**src/rtl/ita_activation_drain.sv**
```systemverilog
// Activation drain: tracks launches through the fixed-latency activation unit, captures outputs
// into a FIFO and issues launch credits. Optional ITA_ACT_DRAIN_OVERFLOW_EN adds a sticky overflow flag.
module ita_activation_drain #(
  parameter int N       = 16,
  parameter int WI      = 8,
  parameter int LATENCY = 4,
  parameter int DEPTH   = 8
) (
  input  logic                         clk_i,
  input  logic                         rst_i,
  input  logic                         issue_i,
  input  logic                         issue_last_i,
  output logic                         issue_ready_o,
  input  logic [N*WI-1:0]              act_data_i,
  output logic                         valid_o,
  input  logic                         ready_i,
  output logic [N*WI-1:0]              data_o,
  output logic                         last_o,
  output logic [$clog2(DEPTH+1)-1:0]   count_o,
  output logic                         overflow_o
);

  localparam int VW = N * WI;
  localparam int PW = $clog2(DEPTH);
  localparam int CW = $clog2(DEPTH + 1);
  localparam int IW = $clog2(LATENCY + 1);
  localparam int SW = $clog2(DEPTH + LATENCY + 1);
  localparam logic [PW-1:0] PTR_MAX  = PW'(DEPTH - 1);
  localparam logic [CW-1:0] CNT_FULL = CW'(DEPTH);

  logic [LATENCY-1:0] tag_v_q, tag_v_d, tag_l_q, tag_l_d;
  logic [IW-1:0]      inflight_q, inflight_d;
  logic [CW-1:0]      count_q, count_d;
  logic [PW-1:0]      wr_ptr_q, wr_ptr_d, rd_ptr_q, rd_ptr_d;
  logic [VW:0]        mem_q [DEPTH];
  logic [VW:0]        head;
  logic [SW-1:0]      credit_sum;
  logic               cap_v, cap_last, full, push, pop;

  always_comb begin
    tag_v_d    = '0;
    tag_l_d    = '0;
    tag_v_d[0] = issue_i;
    tag_l_d[0] = issue_last_i;
    for (int i = 1; i < LATENCY; i++) begin
      tag_v_d[i] = tag_v_q[i-1];
      tag_l_d[i] = tag_l_q[i-1];
    end
  end

  assign cap_v    = tag_v_q[LATENCY-1];
  assign cap_last = tag_l_q[LATENCY-1];
  assign valid_o  = (count_q != '0);
  assign full     = (count_q == CNT_FULL);
  assign pop      = valid_o && ready_i;
  // A capture into a full FIFO only lands if the head leaves in the same cycle.
  assign push     = cap_v && (!full || pop);

  always_comb begin
    inflight_d = inflight_q;
    if (issue_i && !cap_v)      inflight_d = inflight_q + IW'(1);
    else if (!issue_i && cap_v) inflight_d = inflight_q - IW'(1);

    count_d = count_q;
    if (push && !pop)      count_d = count_q + CW'(1);
    else if (!push && pop) count_d = count_q - CW'(1);

    wr_ptr_d = wr_ptr_q;
    if (push) wr_ptr_d = (wr_ptr_q == PTR_MAX) ? '0 : wr_ptr_q + PW'(1);

    rd_ptr_d = rd_ptr_q;
    if (pop) rd_ptr_d = (rd_ptr_q == PTR_MAX) ? '0 : rd_ptr_q + PW'(1);
  end

  // Credit ignores a same-cycle pop so ready_i never reaches issue_ready_o.
  assign credit_sum    = SW'(count_q) + SW'(inflight_q);
  assign issue_ready_o = (credit_sum < SW'(DEPTH));

  always_ff @(posedge clk_i) begin
    if (rst_i) begin
      tag_v_q    <= '0;
      tag_l_q    <= '0;
      inflight_q <= '0;
      count_q    <= '0;
      wr_ptr_q   <= '0;
      rd_ptr_q   <= '0;
    end else begin
      tag_v_q    <= tag_v_d;
      tag_l_q    <= tag_l_d;
      inflight_q <= inflight_d;
      count_q    <= count_d;
      wr_ptr_q   <= wr_ptr_d;
      rd_ptr_q   <= rd_ptr_d;
    end
  end

  always_ff @(posedge clk_i) begin
    if (rst_i) begin
      for (int i = 0; i < DEPTH; i++) mem_q[i] <= '0;
    end else if (push) begin
      mem_q[wr_ptr_q] <= {cap_last, act_data_i};
    end
  end

  assign head    = mem_q[rd_ptr_q];
  assign data_o  = head[VW-1:0];
  assign last_o  = head[VW];
  assign count_o = count_q;

`ifdef ITA_ACT_DRAIN_OVERFLOW_EN
  logic overflow_q;

  always_ff @(posedge clk_i) begin
    if (rst_i)                     overflow_q <= 1'b0;
    else if (cap_v && full && !pop) overflow_q <= 1'b1;
  end

  assign overflow_o = overflow_q;

  a_issue_credit: assert property (@(posedge clk_i) disable iff (rst_i)
    !(issue_i && !issue_ready_o));
`else
  assign overflow_o = 1'b0;
`endif

endmodule

```
**config.mk**
```make
export PLATFORM = sky130hd
export DESIGN_NAME = ita_activation_drain
export DESIGN_NICKNAME = d
export VERILOG_FILES = /design/src/rtl/ita_activation_drain.sv
export SDC_FILE = /design/constraint.sdc
export NUM_CORES = 1
export LEC_CHECK = 0
export CORE_MARGIN = 1
export CORE_UTILIZATION = 30
export DETAILED_ROUTE_END_ITERATION = 12
export HOLD_SLACK_MARGIN = 0.06
export PLACE_DENSITY_LB_ADDON = 0.2
export SLEW_MARGIN = 20
export SYNTH_ARGS = -nofsm -noshare
export SYNTH_HDL_FRONTEND = slang
export SYNTH_SLANG_ARGS = --single-unit
```
**constraint.sdc**
```tcl
create_clock -name clk_i -period 6.4 [get_ports clk_i]
set_input_delay 1.6 -clock clk_i [delete_from_list [all_inputs] [get_ports clk_i]]
set_output_delay 1.6 -clock clk_i [all_outputs]
set_load 0.005 [all_outputs]
```
# ---- Word level (Yosys, flattened, before mapping)
# Memories as Yosys holds them, arrays and structs flattened. A register that Yosys moved wholly into a read port is not among the register bits.
# Cells that the tools add are included.
dict set report op_classes {
  n_eq_ne 3
  order_cmp 1
  n_reduce_logical 16
  mux 16
  n_addsub 7
}
# cell n
set ops {}
lappend ops {{two-way mux 129 bit} 1}
lappend ops {{OR reduction 129 bit} 1}
lappend ops {{two-way mux 3 bit} 7}
lappend ops {{adder 3 x 1 -> 3 bit, second input constant} 3}
lappend ops {{two-way mux 4 bit} 2}
lappend ops {{== test 3 bit, second input constant} 2}
lappend ops {{logical AND 1 bit} 6}
lappend ops {{two-way mux 1 bit} 6}
lappend ops {{logical NOT 1 bit} 5}
lappend ops {{adder 4 x 1 -> 4 bit, second input constant} 1}
lappend ops {{adder 4 x 3 -> 4 bit} 1}
lappend ops {{== test 4 bit, second input constant} 1}
lappend ops {{< comparator 4 bit, second input constant} 1}
lappend ops {{nonzero test 2 bit} 2}
lappend ops {{nonzero test 4 bit} 1}
lappend ops {{subtractor 4 x 1 -> 4 bit, second input constant} 1}
lappend ops {{subtractor 3 x 1 -> 3 bit, second input constant} 1}
lappend ops {{logical OR 1 bit} 1}
dict set report totals {
  regBits 21
  out_inout_bits 136
  mem_bits_rw 1032
  n_memories 1
  word_cells 50
  in_bits 133
}
# memory words word_bits read_ports rd_ports_with_merged_regs write_ports line_no
set mem_list {}
lappend mem_list {mem_q 8 129 1 1 8 35} ;# logic [VW:0] mem_q [DEPTH];

# ---- Longest topological paths before layout
dict set report logic_depth {
  word_depth 9
  depth_mapped 11
  ltp_nobuf 10
}

# ---- Least setup slack after synthesis
# OpenSTA, ideal clock, no wires.
dict set report synth_path {
  path_kind {input port to flip-flop}
  start {input port ready_i}
  end {memory mem_q[3][0] (netlist name) (enable)}
  stages 5
  t_arrival_ns 4.949
  t_required_ns 5.903
  path_slack_ns 0.954
  setup_ns 0.497
  path_buffers 1
  path_cell_list {nand2b_1 o21ai_1 buf_4 inv_2 a41o_1}
}
# item line_no
set synth_rtl {}
lappend synth_rtl {{start, declared} 16} ;# input logic ready_i,
lappend synth_rtl {{end, declared} 35}

==> summary by stage <==
STA
The final setup slack of the worst path is 1.33 ns. The number of max-slew violations in the final report came to 0. The shortest period the worst path allows is 5.07 ns. Static timing analysis puts the maximum clock frequency at 197 MHz.

The final hold violation count is 0. The slew of the pin with the lowest slew margin is about 1.1 ns. The final setup violation count is 0. Setup repair after global routing left no endpoint under its margin. In this run the tightest slew margin relative to its limit is 28.8%.

The final critical path takes up 79.2% of the cycle. Adding up every negative setup slack in the final design gives 0 ns. The maximum clock skew at final layout is between 0.02 and 0.03 ns.

Synthesis
The share of the synthesized netlist area taken by xor and xnor gates is 0.0963%. Summing the areas of all fa, ha and maj instances in the mapped netlist gives 0.363% of the synthesized area. The average size of a mapped cell is 14.9 sq um. Of the post-synthesis cell area, the part taken by muxes is 16.0%.

Of the post-synthesis cell area, the dominant cell type holds 68.2%. The synthesized netlist devotes 0.341% of its cell area to compound gates. The biggest area consumer among synthesized cells is sky130_fd_sc_hd__edfxtp_1. The synthesized netlist net count is 3,199. The most used flip-flop cell after synthesis is sky130_fd_sc_hd__edfxtp_1. After Yosys synthesis, and, or, nand and nor cells account for 11.3% of the synthesized area. By count the netlist is led by sky130_fd_sc_hd__edfxtp_1 (1,032), sky130_fd_sc_hd__nor2_1 (1,023), sky130_fd_sc_hd__nand2_1 (267), sky130_fd_sc_hd__mux4_2 (258), sky130_fd_sc_hd__mux2_2 (130). The main combinational cell family by area after synthesis is multiplexers. The cell area that synthesis handed to floorplanning was 0.0455 sq mm. The number of enable-type register cells in the synthesized netlist is around 1,000.

The post-synthesis cell type count is 36. In the synthesized netlist the async set-or-reset flop fraction comes to 0%. By area the synthesized netlist is led by sky130_fd_sc_hd__edfxtp_1 (68%), sky130_fd_sc_hd__mux4_2 (13%), sky130_fd_sc_hd__nor2_1 (8.4%), sky130_fd_sc_hd__mux2_2 (3.2%), sky130_fd_sc_hd__nand2_1 (2.2%).

The most frequently used cell type in the post-synthesis netlist is sky130_fd_sc_hd__edfxtp_1. The count of yosys warnings during synthesis is 0. Synthesis produced a netlist whose cell count is between 3,000 and 4,000. Of the synthesized area, sequential elements account for 69.2%. The number of synthesized register bits is between 1,000 and 1,500.

Worst setup path
The number of cells on the worst reg-to-reg path is 10. Of all nets on the critical path, the largest fanout is 78. The kind of critical path is reg -> out. Walking the worst path, the cells encountered are buf_12 > mux4_2 > mux2_2 > clkdlybuf4s50_1.

The worst flop-to-flop path startpoint is count_o[0]. STA classifies the critical path startpoint as a register. The required time reported for the critical path endpoint is roughly 4.8 ns. The setup slack of the most critical reg-to-reg path is roughly 2.9 ns. STA classifies the critical path endpoint as an output pin. The largest incremental delay on the critical path is 0.64 ns.

The data arrival at the endpoint of the critical path is 3.47 ns. The endpoint identified for the worst register-to-register timing path is count_o[3]. The cell with the largest stage delay on the worst path is sky130_fd_sc_hd__dfxtp_4.

Route
The detailed router placed 25,974 vias in this run. For this run, design rule violations remaining after detail routing come to 0. The number of DRC markers in iteration 0 is 1,974.

The via count normalized by instance count is 4.79. The detailed-route wire length is 127,000 um. In this run the remaining antenna-violating nets after routing total 0.

The detailed-router iteration count before antenna repair is 5. After detailed routing, the average wire length per cell comes to between 20 and 25 um.

Pwr
In this run, the combinational gates consume between 10% and 20% of the power. Sequential cells account for 45.1% of the total power. The analysis attributes to cell leakage a power of 0.0176 uW. The worst IR drop on VDD is 0.207 mV.

The power per cell area is 325 mW/mm^2. The fraction of power consumed by the clock network is between 30% and 40%. In this run switching power makes up 25.0% of total power. Total power for the finished layout comes to 17,700 uW. In this run the power spent charging and discharging nets is 4420 uW. The cell-internal power is approximately 13,000 uW.

Die
The floorplan has 142 rows. The die covers 0.153 sq mm. The number of top-level pins is 269.

The core footprint is 0.150 sq mm. The overall die width is between 300 and 400 um. The initial utilization of the core area, before any placement, comes to 30.3%. The floorplan step set the die height to 391 um.

Global route
The number of global-route vias before repair is approximately 28,000. The number of antenna violations at the first check in global routing is 4. Entering global routing, the biggest net connects just under 80 pins. The first global-routing pass estimated between 150,000 and 200,000 um of wire.

The global-route total usage across every layer is 16.6%. Summed over all layers, the global routing overflow is 0.

CTS
The clock transition at the registers of the reported paths is 0.06 ns. The later pin in the worst-skew pair is clocked with a latency of 0.75 ns. The clock root buffer is sky130_fd_sc_hd__clkbuf_16. The count of cells resized by post-cts repair is 0.

The number of buffers inserted by post-CTS setup repair is 0. Counting along the longest clock path gives a buffer depth of 3. The CTS H-tree depth is 3. The TritonCTS clock tree is yes. The total CTS buffers is between 100 and 150. The clock drives 1,056 sinks. Hold repair after CTS inserted 0 buffers.

Worst hold path
The hold-critical path depth is 1. For hold timing, the worst endpoint is tag_v_q[3]. In this run the worst hold path is classified as reg -> reg. In this run the most critical hold path is launched from tag_v_q[2].

Final layout
The sequential standard cell area is 0.0315 sq mm. Relative to the synthesized area, the layout overhead comes to 19.8%. The filler cell count in the final layout is 14,374. The net count of the finished layout is 3,452. The count of placed standard cells in the final layout, fillers left out is between 5,000 and 6,000.

The multi-input combinational cell area is 0.0129 sq mm. The layout cell share with drive strength beyond 1 is a little under a fifth. Cells fill 36.3% of the core in the end.

Place
Port buffering added 267 buffers. Routability-driven placement finished with a final weighted congestion of 0.711. Counting tap cells, the placed design contains a total of 5,204 instances. The detailed placer's ending HPWL is 70,700 um. Before CTS, the worst setup slack after placement is about 1.4 ns.

Run status
The run finished with clean final reports.

Flow run
The number of violations of the max-capacitance limit is 0.
==> stage by stage <==
stage / hold slack (ns) / cell area, sq um
floorplan: 0.414 / 45500
global placement: 0.421 / 50900
detailed placement: 0.425 / 50900
CTS: 0.439 / 54500
global route: 0.454 / 54500
finish: 0.435 / 54500
==> cell families (layout without fill, tap and decap cells) <==
group | after synthesis | after routing
XOR/XNOR | 5 | 5
buffers and inverters | 229 | 574
other | 1 | 5
AND/OR/NAND/NOR | 1338 | 1338
multiplexers | 390 | 390
AO/OA/AOI/OAI | 23 | 23
flip-flops | 1056 | 1056
adder cells (fa/ha/maj) | 12 | 12
==> cell type report <==
class	instances	share of cell area, %
diodes	4	0.0184
inverters	7	0.0482
clock inverters	65	0.898
well taps	2016	4.63
repair buffers	356	7.17
flip-flops and latches	1056	57.8
multi-input cells	1769	23.8
clock buffers	146	5.69
==> worst max-delay path: cells and delay by family, from the launching register on <==
| kind | cells | cell delay, ns |
|---|---|---|
| buffers and inverters | 2 | 1.09 |
| DFF | 1 | 0.64 |
| muxes | 2 | 0.87 |
==> worst max path at each step <==
| stage | from | end | slack, ns | cells after the start |
|---|---|---|---|---|
| 2_1_floorplan | ready_i | mem_q[3][0] | 0.95 | 5 |
| 3_5_place_dp | ready_i | count_o[3] | 1.43 | 11 |
| 6_report | register | data_o[76] | 1.33 | 4 |
| 4_1_cts | register | data_o[76] | 1.15 | 4 |
| 5_1_grt | register | data_o[80] | 1.11 | 4 |
| 3_3_place_gp | ready_i | count_o[3] | 1.36 | 11 |
==> cell usage in the layout, fill, tap and decap left out, types with 3 or more instances in the layout <==
cell	synthesis	layout
sky130_fd_sc_hd__edfxtp_1	1032	1032
sky130_fd_sc_hd__nor2_1	1023	1021
sky130_fd_sc_hd__nand2_1	267	267
sky130_fd_sc_hd__clkdlybuf4s50_1	0	267
sky130_fd_sc_hd__mux4_2	258	258
sky130_fd_sc_hd__mux2_2	130	130
sky130_fd_sc_hd__clkbuf_16	0	118
sky130_fd_sc_hd__buf_12	0	45
sky130_fd_sc_hd__buf_4	56	44
sky130_fd_sc_hd__clkinv_1	0	33
sky130_fd_sc_hd__clkbuf_1	70	24
sky130_fd_sc_hd__and2_1	22	22
sky130_fd_sc_hd__dfxtp_1	24	21
sky130_fd_sc_hd__clkinv_2	0	17
sky130_fd_sc_hd__a21oi_1	10	10
sky130_fd_sc_hd__ha_1	10	10
sky130_fd_sc_hd__nor2b_1	8	8
sky130_fd_sc_hd__inv_1	6	6
sky130_fd_sc_hd__bufinv_16	0	5
sky130_fd_sc_hd__diode_2	0	4
sky130_fd_sc_hd__or3_1	6	4
sky130_fd_sc_hd__a31o_4	0	4
sky130_fd_sc_hd__clkbuf_8	0	4
sky130_fd_sc_hd__a41o_4	0	3
sky130_fd_sc_hd__xor2_1	3	3
sky130_fd_sc_hd__nand3_1	3	3
sky130_fd_sc_hd__dfxtp_4	0	3
sky130_fd_sc_hd__clkinv_8	0	3
==> routing by layer <==
metal,global-route usage [%],vias to the layer above,routed length (um)
met3,2.49,135,6270
met2,27.5,610,61500
met5,0,-,0
li1,-,11673,-
met1,22.8,13556,57000
met4,4.19,0,2160
==> power groups by stage <==
stage,sequential [uW],clock (uW),combinational (uW)
finish,7980,6410,3290
global route,8010,6820,3550
CTS,7990,6580,3410
detailed placement,8130,0,3390
global placement,8120,0,3410
floorplan,8050,0,2010
==> sequential cells by signal, indices dropped and copies added (netlist names), named ones only <==
name and count:
rd_ptr_q 3, tag_l_q 4, wr_ptr_q 3, count_o 4
inflight_q 3, mem_q 1032, tag_v_q 4
Note: power is estimated with default switching activity, not from simulation.
